File: src/rtl/score_pkg.sv
// Shared types and constants for the score keeper: game FSM states and score limits.
package score_pkg;

   typedef enum logic [1:0] {
      IDLE    = 2'd0,
      RUNNING = 2'd1,
      OVER    = 2'd2
   } state_e;

   localparam int unsigned MAX_SCORE = 9999;
   localparam int unsigned SCORE_W   = 16;
   // One bit of headroom so the raw sum never wraps before saturation.
   localparam int unsigned SUM_W     = 17;
   localparam int unsigned DIV_W     = 10;

endpackage

File: src/rtl/tick_divider.sv
// Divides the tick time base down to one-cycle point pulses; every TICKS_PER_POINT-th
// enabled tick produces a same-cycle point and wraps the counter.
module tick_divider
   import score_pkg::*;
#(
   parameter int unsigned TICKS_PER_POINT = 60
) (
   input  logic clk,
   input  logic reset,
   input  logic clear,
   input  logic enable,
   input  logic tick,
   output logic point
);

   logic [DIV_W-1:0] cnt_q, cnt_d;
   logic             at_last;

   assign at_last = (cnt_q == DIV_W'(TICKS_PER_POINT - 1));

   // Point is combinational so the score register can absorb it on the same edge.
   always_comb begin
      cnt_d = cnt_q;
      point = 1'b0;
      if (clear) begin
         cnt_d = '0;
      end else if (enable && tick) begin
         if (at_last) begin
            cnt_d = '0;
            point = 1'b1;
         end else begin
            cnt_d = cnt_q + DIV_W'(1);
         end
      end
   end

   always_ff @(posedge clk) begin
      if (reset) cnt_q <= '0;
      else       cnt_q <= cnt_d;
   end

endmodule

File: src/rtl/score_keeper.sv
// Game score keeper: IDLE/RUNNING/OVER FSM, saturating score, optional high-score
// tracking enabled by defining SCORE_KEEPER_HIGH_SCORE_EN.
module score_keeper
   import score_pkg::*;
#(
   parameter int unsigned TICKS_PER_POINT = 60,
   parameter int unsigned BONUS_POINTS    = 10
) (
   input  logic               clk,
   input  logic               reset,
   input  logic               game_start,
   input  logic               game_over,
   input  logic               tick,
   input  logic               bonus,
   output logic [SCORE_W-1:0] score,
   output logic [SCORE_W-1:0] high_score,
   output logic               new_high,
   output logic               running
);

   state_e             state_q, state_d;
   logic [SCORE_W-1:0] score_q, score_d;
   logic [SUM_W-1:0]   sum;
   logic               start_ok;
   logic               award_en;
   logic               point;

   assign start_ok = game_start && (state_q != RUNNING);
   // game_over wins over tick/bonus: nothing is counted or awarded that cycle.
   assign award_en = (state_q == RUNNING) && !game_over;

   tick_divider #(
      .TICKS_PER_POINT(TICKS_PER_POINT)
   ) u_tick_divider (
      .clk    (clk),
      .reset  (reset),
      .clear  (start_ok),
      .enable (award_en),
      .tick   (tick),
      .point  (point)
   );

   always_ff @(posedge clk) begin
      if (reset) state_q <= IDLE;
      else       state_q <= state_d;
   end

   always_comb begin
      state_d = state_q;
      case (state_q)
         IDLE:    if (game_start) state_d = RUNNING;
         RUNNING: if (game_over)  state_d = OVER;
         OVER:    if (game_start) state_d = RUNNING;
         default: state_d = IDLE;
      endcase
   end

   always_comb begin
      running = (state_q == RUNNING);
   end

   always_comb begin
      sum     = SUM_W'(score_q) + SUM_W'(point) + (bonus ? SUM_W'(BONUS_POINTS) : SUM_W'(0));
      score_d = score_q;
      if (start_ok) begin
         score_d = '0;
      end else if (award_en) begin
         score_d = (sum > SUM_W'(MAX_SCORE)) ? SCORE_W'(MAX_SCORE) : sum[SCORE_W-1:0];
      end
   end

   always_ff @(posedge clk) begin
      if (reset) score_q <= '0;
      else       score_q <= score_d;
   end

   assign score = score_q;

`ifdef SCORE_KEEPER_HIGH_SCORE_EN
   logic [SCORE_W-1:0] high_q, high_d;
   logic               new_high_q, new_high_d;
   logic               end_ok;

   assign end_ok = game_over && (state_q == RUNNING);

   // A tie with the stored best does not count as a new high.
   always_comb begin
      high_d     = high_q;
      new_high_d = new_high_q;
      if (start_ok) begin
         new_high_d = 1'b0;
      end else if (end_ok && (score_q > high_q)) begin
         high_d     = score_q;
         new_high_d = 1'b1;
      end
   end

   always_ff @(posedge clk) begin
      if (reset) begin
         high_q     <= '0;
         new_high_q <= 1'b0;
      end else begin
         high_q     <= high_d;
         new_high_q <= new_high_d;
      end
   end

   assign high_score = high_q;
   assign new_high   = new_high_q;
`else
   assign high_score = '0;
   assign new_high   = 1'b0;
`endif

endmodule
File: config.mk
export PLATFORM = sky130hd
export DESIGN_NAME = score_keeper
export DESIGN_NICKNAME = d
export VERILOG_FILES = /design/src/rtl/score_pkg.sv /design/src/rtl/tick_divider.sv /design/src/rtl/score_keeper.sv
export SDC_FILE = /design/constraint.sdc
export NUM_CORES = 1
export LEC_CHECK = 0
export CAP_MARGIN = 0
export CELL_PAD_IN_SITES_DETAIL_PLACEMENT = 1
export CELL_PAD_IN_SITES_GLOBAL_PLACEMENT = 1
export CORE_UTILIZATION = 37
export DETAILED_ROUTE_END_ITERATION = 8
export GPL_TIMING_DRIVEN = 1
export PLACE_DENSITY_LB_ADDON = 0.08
export SLEW_MARGIN = 20
export SYNTH_ARGS = -nofsm -noshare
export SYNTH_HDL_FRONTEND = slang
export SYNTH_HIERARCHICAL = 1
export SYNTH_SLANG_ARGS = --single-unit
File: constraint.sdc
create_clock -name clk -period 6.6 [get_ports clk]
set_clock_uncertainty 0.05 [all_clocks]
set_input_delay 1.98 -clock clk [delete_from_list [all_inputs] [get_ports clk]]
set_output_delay 1.98 -clock clk [all_outputs]
set_load 0.05 [all_outputs]
==> impl_metrics.ini, run 1 <==
[cts]
cts_resized = 0
cts.hold.buffers_added = 0
cts_buffers = 3
clk_latency_ns = 0.28
clk_pin_slew_ns = 0.10
clock-root-buffer = clkbuf_8
cts_tree = built
cts.sinks = 28
postCtsSetupBuffers = 0
htreeDepth = 1
clk_path_buf_depth = 2

[setup_path]
crit_arrival_ns = 5.62
criticalPathCategory = in -> reg
startpoint_type = primary input
setup.worst_path.end_class = register
required_ns = 6.77
cp_max_fo = 12

[synth]
synth-edff-count = 0
synth_commonest_cells = 28 x dfxtp_1, 21 x nand2_1, 19 x nor2_1, 18 x buf_4, 16 x nand3_1
synth.most_common_cell = dfxtp_1
synth_ff_type = dfxtp_1
synth_cell_type_count = 48
ys_ff_latch = 28
syn_area_per_cell_um2 = 8.088
syn_area_mm2 = 0.001812
async_flop_share_pct = 0
synthTopCellsByArea = dfxtp_1 31%, buf_4 7.5%, xnor2_1 4.8%
synth_top_area_cell = dfxtp_1
synth_top_area_share_pct = 30.94
synth_cells = 224
yosys_warnings = 6
yosysSeqAreaShare_pct = 30.94

[outcome]
outcome = completed

[pwr]
power_leakage_nw = 0.7438
switching_share_pct = 30.23
seqPwrFrac_pct = 50.8
p_int_w = 0.0002385
switchingPower_w = 0.0001033
ir_worst_vdd_uv = 98.53
powerDensity_mw_per_mm2 = 164.1
power_frac_clock_pct = 31.6
combPwrFrac_pct = 17.5

[sta]
rsz0062_at_grt = no
timing.final.max_slew_violations = 0
finalCritPeriodShare_pct = 82.67
hold_violations = 0
max_freq_ghz = 0.1833
worstMarginPinSlew_ns = 0.9808
period_needed_ns = 5.456
fin_setup_tns_ns = 0
setup_violations = 0
max_slew_margin_pct = 34.37

[global_route]
grt_pass1_wl_mm = 7.769
grt_max_degree = 16
grt_pass1_vias = 1557
grt.total_usage_pct = 19.13
antenna_found_initial = 0
gr-total-overflow = 0

[floorplanning]
start_util_pct = 38.36
fp.coreArea_mm2 = 0.004723
die_w_um = 71.98
floorplan.io_pins = 40
num_rows = 25
die_y_um = 71.98
die-area_mm2 = 0.005180

[route]
initialDrtViolationCount = 103
route.vias.total = 1590
drc = 0
wl_mm = 4.506
vias_per_cell = 5.129
wl_per_cell_um = 14.54
drtAntennaViolNets = 0
drtPass1Iterations = 4

[placement]
place.detailed.hpwl_mm = 3.382
io_buffer_count = 22
gp_congestion = 0.7478
dpl-instance-area_mm2 = 0.002028

[cells_and_area]
area_delta_synth_final_pct = 14.99
num_antenna_cells = 0
finalNetCount = 255
drive_gt1_share_pct = 11.52
nFillCells = 592
finalInstanceArea_mm2 = 0.002083

[min_path]
hold_class = reg -> reg

[flow_run]
cap_viol_max_count = 0
final cells by class:
type,instances,area [µm²],area share (%)
multi-input combinational,179,1115,53.51
sequential,28,560.5,26.91
timing repair buffer,25,242.7,11.65
tap,67,83.83,4.024
clock buffer,4,55.05,2.643
inverter,7,26.28,1.261
final timing paths:
path	start	endpoint	slack, ns	cells after the start
worst max-delay path	game_over	score[5]$_SDFFE_PP0P_	1.14	16
worst min-delay path	u_tick_divider/cnt_q[1]$_SDFFE_PP0N_	u_tick_divider/cnt_q[1]$_SDFFE_PP0N_	0.45	2
worst max register to register	state_q[1]$_SDFFE_PP0P_	score[5]$_SDFFE_PP0P_	2.78	17
worst min register to register	u_tick_divider/cnt_q[1]$_SDFFE_PP0N_	u_tick_divider/cnt_q[1]$_SDFFE_PP0N_	0.45	2
layer usage:
layer | global-route usage [%] | vias to the layer above | part of all wire (%)
li1 | - | 799 | -
met1 | 28.62 | 751 | 53
met2 | 29.14 | 36 | 43
met3 | 3.333 | 4 | 3.0
met4 | 3.268 | 0 | 0.71
met5 | 0 | - | 0
worst max-delay path, stage by stage:
cell and delay (ns):
clkdlybuf4s50_1 0.41, nand2b_1 0.17, clkinv_1 0.08, nand3_2 0.09, or2_2 0.35, nor4_1 0.26
ha_1 0.26, fa_1 0.27, nand3_1 0.11, nor4b_1 0.29, a2bb2oi_1 0.14, nor3_1 0.34
o211ai_1 0.15, buf_4 0.21, or3_1 0.35, a31oi_1 0.15
layout by cell type, fill, tap and decap left out, drive strengths merged, types with 4 or more instances in the layout:
master,instances
a21oi,12
dfxtp,28
conb,17
ha,4
o221a,5
a21o,5
clkbuf,4
and3,6
nand3,17
nand2,21
nor4,5
clkdlybuf4s50,22
inv,6
nor2,19
xnor2,10
or2,7
nand2b,5
or3,5
nor3,8
power groups by stage:
stage          Sequential [W]  Combinational [W]  Clock (W)
6_report             0.000174          0.0000600   0.000108
5_1_grt              0.000174          0.0000644   0.000122
4_1_cts              0.000174          0.0000601   0.000115
3_5_place_dp         0.000178          0.0000597          0
3_3_place_gp         0.000178          0.0000598          0
2_1_floorplan        0.000182          0.0000483          0
stage by stage:
stage                     total power (W)  hold WS, ns  setup WS, ns  util [%]  cells
final                           0.0003419       0.4506         1.144     44.11    310
after global routing            0.0003608       0.4879        0.8212     44.11    310
after CTS                       0.0003490       0.4551         1.151     44.11    310
after detailed placement        0.0002375       0.4408        0.8801     42.94    306
after global placement          0.0002375       0.4210        0.9548     42.94    306
after floorplan                 0.0002300       0.4036         1.401         -    240
logic make-up after synthesis:
group,Yosys count,synth area share [%]
and+or+nand+nor,101,29.35
AOI/OAI and AO/OA,43,18.44
buffers and inverters,33,10.84
DFF,28,30.94
xor gates and xnor gates,12,5.801
adders and majority gates,5,3.868
other,1,0.2070
muxes,1,0.5525
flip-flops by register name, summed over array words and instances, names as in the netlist:
register	flops
state_q	2
u_tick_divider/cnt_q	10
score	16
(Power assumes the default switching activity.)
==> run 2, diff against run 1 <==
==> constraint.sdc (replaced) <==
create_clock -name clk -period 5.58 [get_ports clk]
set_clock_uncertainty 0.05 [all_clocks]
set_input_delay 1.674 -clock clk [delete_from_list [all_inputs] [get_ports clk]]
set_output_delay 1.674 -clock clk [all_outputs]
set_load 0.05 [all_outputs]
==> run 2 against run 1 <==
Against the previous run: core utilization did not move; largest cell class unchanged; largest power group unchanged; wire length fell by 2.0%; worst hold slack got worse by 0.011 ns; global-route usage fell by 1.0 points.
==> impl_metrics.ini, run 2 (synthesized netlist as in run 1, its figures left out) <==
[outcome]
outcome = completed

[floorplanning]
die_w_um = 71.98
fp.coreArea_mm2 = 0.004723
die-area_mm2 = 0.005180
start_util_pct = 38.36
floorplan.io_pins = 40
num_rows = 25
die_y_um = 71.98

[cells_and_area]
num_antenna_cells = 0
final_util_pct = 44.11
multi_input_area_mm2 = 0.001115
mostFrequentLayoutCell = dfxtp_1
final_cell_mix = 28 x dfxtp_1, 22 x clkdlybuf4s50_1, 21 x nand2_1, 19 x nor2_1, 17 x conb_1
area.sequential_um2 = 560.5
largest_reg_flops = 16
nFillCells = 592
area_delta_synth_final_pct = 14.99
drive_gt1_share_pct = 11.52
finalNetCount = 255

[setup_path]
crit_arrival_ns = 5.25
startpoint_type = primary input
cp_max_fo = 5
setup.worst_path.end_class = register
required_ns = 5.74
criticalPathCategory = in -> reg

[pwr]
switching_share_pct = 30.34
seqPwrFrac_pct = 50.8
combPwrFrac_pct = 17.6
switchingPower_w = 0.0001229
powerDensity_mw_per_mm2 = 194.4
p_int_w = 0.0002821
power_leakage_nw = 0.7438
power_frac_clock_pct = 31.7
ir_worst_vdd_uv = 176.0

[placement]
gp_congestion = 0.7789
io_buffer_count = 22
place.detailed.hpwl_mm = 3.309

[sta]
finalCritPeriodShare_pct = 91.19
max_freq_ghz = 0.1965
timing.final.max_slew_violations = 0
worstMarginPinSlew_ns = 0.8340
fin_setup_tns_ns = 0
max_slew_margin_pct = 44.19
setup_violations = 0
rsz0062_at_grt = no
hold_violations = 0
period_needed_ns = 5.088

[route]
vias_per_cell = 5.132
wl_per_cell_um = 14.24
wl_mm = 4.414
drc = 0
route.vias.total = 1591
initialDrtViolationCount = 32
drtAntennaViolNets = 0
drtPass1Iterations = 4

[global_route]
grt_pass1_vias = 1535
grt_pass1_wl_mm = 7.445
grt_max_degree = 16
antenna_found_initial = 0
gr-total-overflow = 0
grt.total_usage_pct = 18.12

[min_path]
hold_class = reg -> reg

[cts]
postCtsSetupBuffers = 0
cts.sinks = 28
cts_resized = 0
clock-root-buffer = clkbuf_8
cts.hold.buffers_added = 0
cts_tree = built
htreeDepth = 1
clk_latency_ns = 0.28
clk_path_buf_depth = 2
clk_pin_slew_ns = 0.10
cts_buffers = 3

[flow_run]
cap_viol_max_count = 0
-- run 2: cell counts in the layout (fill, tap and decap cells not counted) --
No cell type changed its count.
-- run 2: cell type report --
cell class	count	area share, %
inverter	7	1.261
multi-input combinational	179	53.51
clock buffer	4	2.643
tap	67	4.024
timing repair buffer	25	11.65
sequential	28	26.91
-- run 2: per-layer routing --
metal	global-route usage, %	share of wire [%]	vias up
met5	0	0	-
li1	-	-	799
met2	27.57	42	32
met4	3.704	1.0	0
met1	26.79	53	756
met3	3.333	3.3	4
-- run 2: power groups by stage --
stage	logic [W]	registers (W)	clock network, W
6_report	0.0000711	0.000206	0.000128
5_1_grt	0.0000755	0.000206	0.000140
4_1_cts	0.0000713	0.000206	0.000135
3_5_place_dp	0.0000708	0.000210	0
3_3_place_gp	0.0000707	0.000210	0
2_1_floorplan	0.0000571	0.000215	0
-- run 2: final timing paths --
kind	start	endpoint	slack [ns]	depth (start not counted)
setup / recovery	game_over	score[5]$_SDFFE_PP0P_	0.49	15
hold / removal	u_tick_divider/cnt_q[1]$_SDFFE_PP0N_	u_tick_divider/cnt_q[1]$_SDFFE_PP0N_	0.44	2
setup reg to reg	state_q[1]$_SDFFE_PP0P_	score[5]$_SDFFE_PP0P_	1.83	16
hold reg to reg	u_tick_divider/cnt_q[1]$_SDFFE_PP0N_	u_tick_divider/cnt_q[1]$_SDFFE_PP0N_	0.44	2
-- run 2: worst max-delay path: stages --
cell and delay (ns):
clkdlybuf4s50_1 0.42, nand2b_1 0.17, clkinv_1 0.08, nand3_2 0.09
or2_2 0.34, nor4_1 0.24, ha_1 0.26, fa_1 0.28
nand3_1 0.10, nor4b_1 0.32, a2bb2oi_1 0.15, nor3_1 0.35
o211ai_1 0.21, or3_1 0.38, a31oi_1 0.17
-- run 2: metrics by stage --
step	total power [W]	setup WS (ns)	hold slack, ns	instance area [µm²]	cells
floorplan	0.0002721	0.6869	0.4036	1872	240
global placement	0.0002810	0.3631	0.4208	2028	306
detailed placement	0.0002811	0.2502	0.4287	2028	306
CTS	0.0004116	0.4984	0.4435	2083	310
global route	0.0004221	0.1784	0.4861	2083	310
finish	0.0004050	0.4918	0.4396	2083	310
==> run 3, diff against run 2 <==
--- a/config.mk
+++ b/config.mk
@@ -8,7 +8,8 @@
 export CAP_MARGIN = 0
 export CELL_PAD_IN_SITES_DETAIL_PLACEMENT = 1
 export CELL_PAD_IN_SITES_GLOBAL_PLACEMENT = 1
-export CORE_UTILIZATION = 37
+export CORE_UTILIZATION = 40
+export CTS_CLUSTER_SIZE = 16
 export DETAILED_ROUTE_END_ITERATION = 8
 export GPL_TIMING_DRIVEN = 1
 export PLACE_DENSITY_LB_ADDON = 0.08
==> constraint.sdc (replaced) <==
create_clock -name clk -period 6.34 [get_ports clk]
set_clock_uncertainty 0.05 [all_clocks]
set_input_delay 1.902 -clock clk [delete_from_list [all_inputs] [get_ports clk]]
set_output_delay 1.902 -clock clk [all_outputs]
set_load 0.02 [all_outputs]
==> run 3 against run 2 <==
Against the previous run: first-iteration DRC count increased to 2.6 times the previous value; count of clock-buffer cells in the layout decreased by 1; register-to-register slack gained 0.73 ns; global-route usage up 2.4 points; non-clock buffer count stayed put; sequential share of layout area about the same; sequential cell count did not move; critical path type unchanged; largest cell class unchanged.
==> impl_metrics.ini, run 3 (synthesized netlist as in run 1, its figures left out) <==
[placement]
place.detailed.hpwl_mm = 3.635
dpl-instance-area_mm2 = 0.002009
io_buffer_count = 22
dp_cells = 291
gp_congestion = 0.7768

[floorplanning]
die_y_um = 69.30
num_rows = 24
die_w_um = 69.30
floorplan.io_pins = 40
die-area_mm2 = 0.004802
fp.coreArea_mm2 = 0.004354
start_util_pct = 41.61

[cells_and_area]
nFillCells = 533
final_cell_mix = 28 x dfxtp_1, 22 x clkdlybuf4s50_1, 21 x nand2_1, 19 x nor2_1, 17 x conb_1
mostFrequentLayoutCell = dfxtp_1
finalInstanceArea_mm2 = 0.002081
drive_gt1_share_pct = 11.52
finalNetCount = 255
num_antenna_cells = 0
largest_reg_flops = 16
area_delta_synth_final_pct = 14.85
fin_cells = 295

[sta]
timing.final.max_slew_violations = 0
fin_setup_tns_ns = 0
finalCritPeriodShare_pct = 84.35
fin_worst_hold_slack_ns = 0.4688
period_needed_ns = 5.348
setup_violations = 0
rsz0062_at_grt = no
hold_violations = 0
max_freq_ghz = 0.1870
worstMarginPinSlew_ns = 0.8901
max_slew_margin_pct = 40.44

[global_route]
grt_pass1_vias = 1573
met3_usage_pct = 2.907
gr-total-overflow = 0
grt_pass1_wl_mm = 7.852
grtUsageMet1_pct = 26.85
grtUsageMet2_pct = 34.41
grt_max_degree = 17
antenna_found_initial = 0
top_usage_layer = met2
grt.total_usage_pct = 20.51

[route]
wl_per_cell_um = 16.37
route.vias.total = 1658
drc = 0
drtPass1Iterations = 4
initialDrtViolationCount = 83
wl_mm = 4.830
drtAntennaViolNets = 0
vias_per_cell = 5.620

[setup_path]
required_ns = 6.51
cp_top_family = simple AND/OR/NAND/NOR gates
criticalPathCategory = in -> reg
setup.worst_path.end_class = register
slowest_stage = clkdlybuf4s50_1
cp_max_fo = 5
critPathMaxStageDelay_ns = 0.43
path_buf_inv = 2
startpoint_type = primary input
crit_arrival_ns = 5.52
crit_chain = clkdlybuf4s50_1, nand2b_1, clkinv_1, nand3_2, or2_2, nor4_1, ha_1, fa_1, nand3_1, nor4b_1, a2bb2oi_1, nor3_1, o211ai_1, or3_1, a31oi_1

[pwr]
ir_worst_vdd_uv = 73.61
total_power_w = 0.0003739
powerDensity_mw_per_mm2 = 179.7
power_leakage_nw = 0.7508

[cts]
clock-root-buffer = clkbuf_8
htreeDepth = 1
clk_path_buf_depth = 2
cts_resized = 0
clk_pin_slew_ns = 0.10
cts_tree = built
cts_buffers = 3
cts.hold.buffers_added = 0
cts.sinks = 28
clk_latency_ns = 0.29
postCtsSetupBuffers = 0

[min_path]
hold_class = reg -> reg

[flow_run]
cap_viol_max_count = 0

[outcome]
outcome = completed
-- run 3: changes by cell type in the layout (fill, tap and decap cells not counted), sizes merged --
| cell | before | now |
|---|---|---|
| clkbuf | 4 | 3 |
| bufinv | 0 | 1 |
-- run 3: worst paths after layout --
path | start | cells after the start | end | slack, ns
min reg2reg | state_q[1]$_SDFFE_PP0P_ | 2 | state_q[1]$_SDFFE_PP0P_ | 0.47
min | state_q[1]$_SDFFE_PP0P_ | 2 | state_q[1]$_SDFFE_PP0P_ | 0.47
max | game_over | 15 | score[5]$_SDFFE_PP0P_ | 0.99
max reg2reg | state_q[1]$_SDFFE_PP0P_ | 16 | score[5]$_SDFFE_PP0P_ | 2.56
-- run 3: metrics by stage --
| step | util, % | worst slack [ns] |
|---|---|---|
| floorplan | - | 1.226 |
| global placement | 46.15 | 0.9381 |
| detailed placement | 46.15 | 0.6963 |
| CTS | 47.79 | 0.9789 |
| global route | 47.79 | 0.6679 |
| finish | 47.79 | 0.9922 |
-- run 3: cell type report --
class / count / area [µm²] / share of cell area [%]
clock buffers: 3 / 41.29 / 1.984
clock inverters: 1 / 30.03 / 1.443
inverters: 7 / 26.28 / 1.263
multi-input cells: 179 / 1115 / 53.58
flip-flops and latches: 28 / 560.5 / 26.94
well taps: 52 / 65.06 / 3.127
repair buffers: 25 / 242.7 / 11.67
-- run 3: per-layer routing --
metal	part of all wire (%)	up-vias
li1	-	806
met1	48	811
met2	48	36
met3	3.2	5
met4	1.1	0
met5	0	-
-- run 3: worst register-to-register path: stages, from the launching register on --
cell	delay, ns
dfxtp_1	0.32
nand2b_1	0.15
inv_1	0.09
nand2b_1	0.08
clkinv_1	0.08
nand3_2	0.10
or2_2	0.35
nor4_1	0.31
ha_1	0.29
fa_1	0.27
nand3_1	0.09
nor4b_1	0.29
a2bb2oi_1	0.14
nor3_1	0.34
o211ai_1	0.21
or3_1	0.38
a31oi_1	0.16
-- run 3: report_power, final --
| group | total [W] | switching [W] | leakage [nW] | internal (W) |
|---|---|---|---|---|
| Sequential | 0.000181 | 0.00000294 | 0.226 | 0.000178 |
| Combinational | 0.0000454 | 0.0000308 | 0.489 | 0.0000146 |
| Clock | 0.000147 | 0.0000626 | 0.0357 | 0.0000848 |
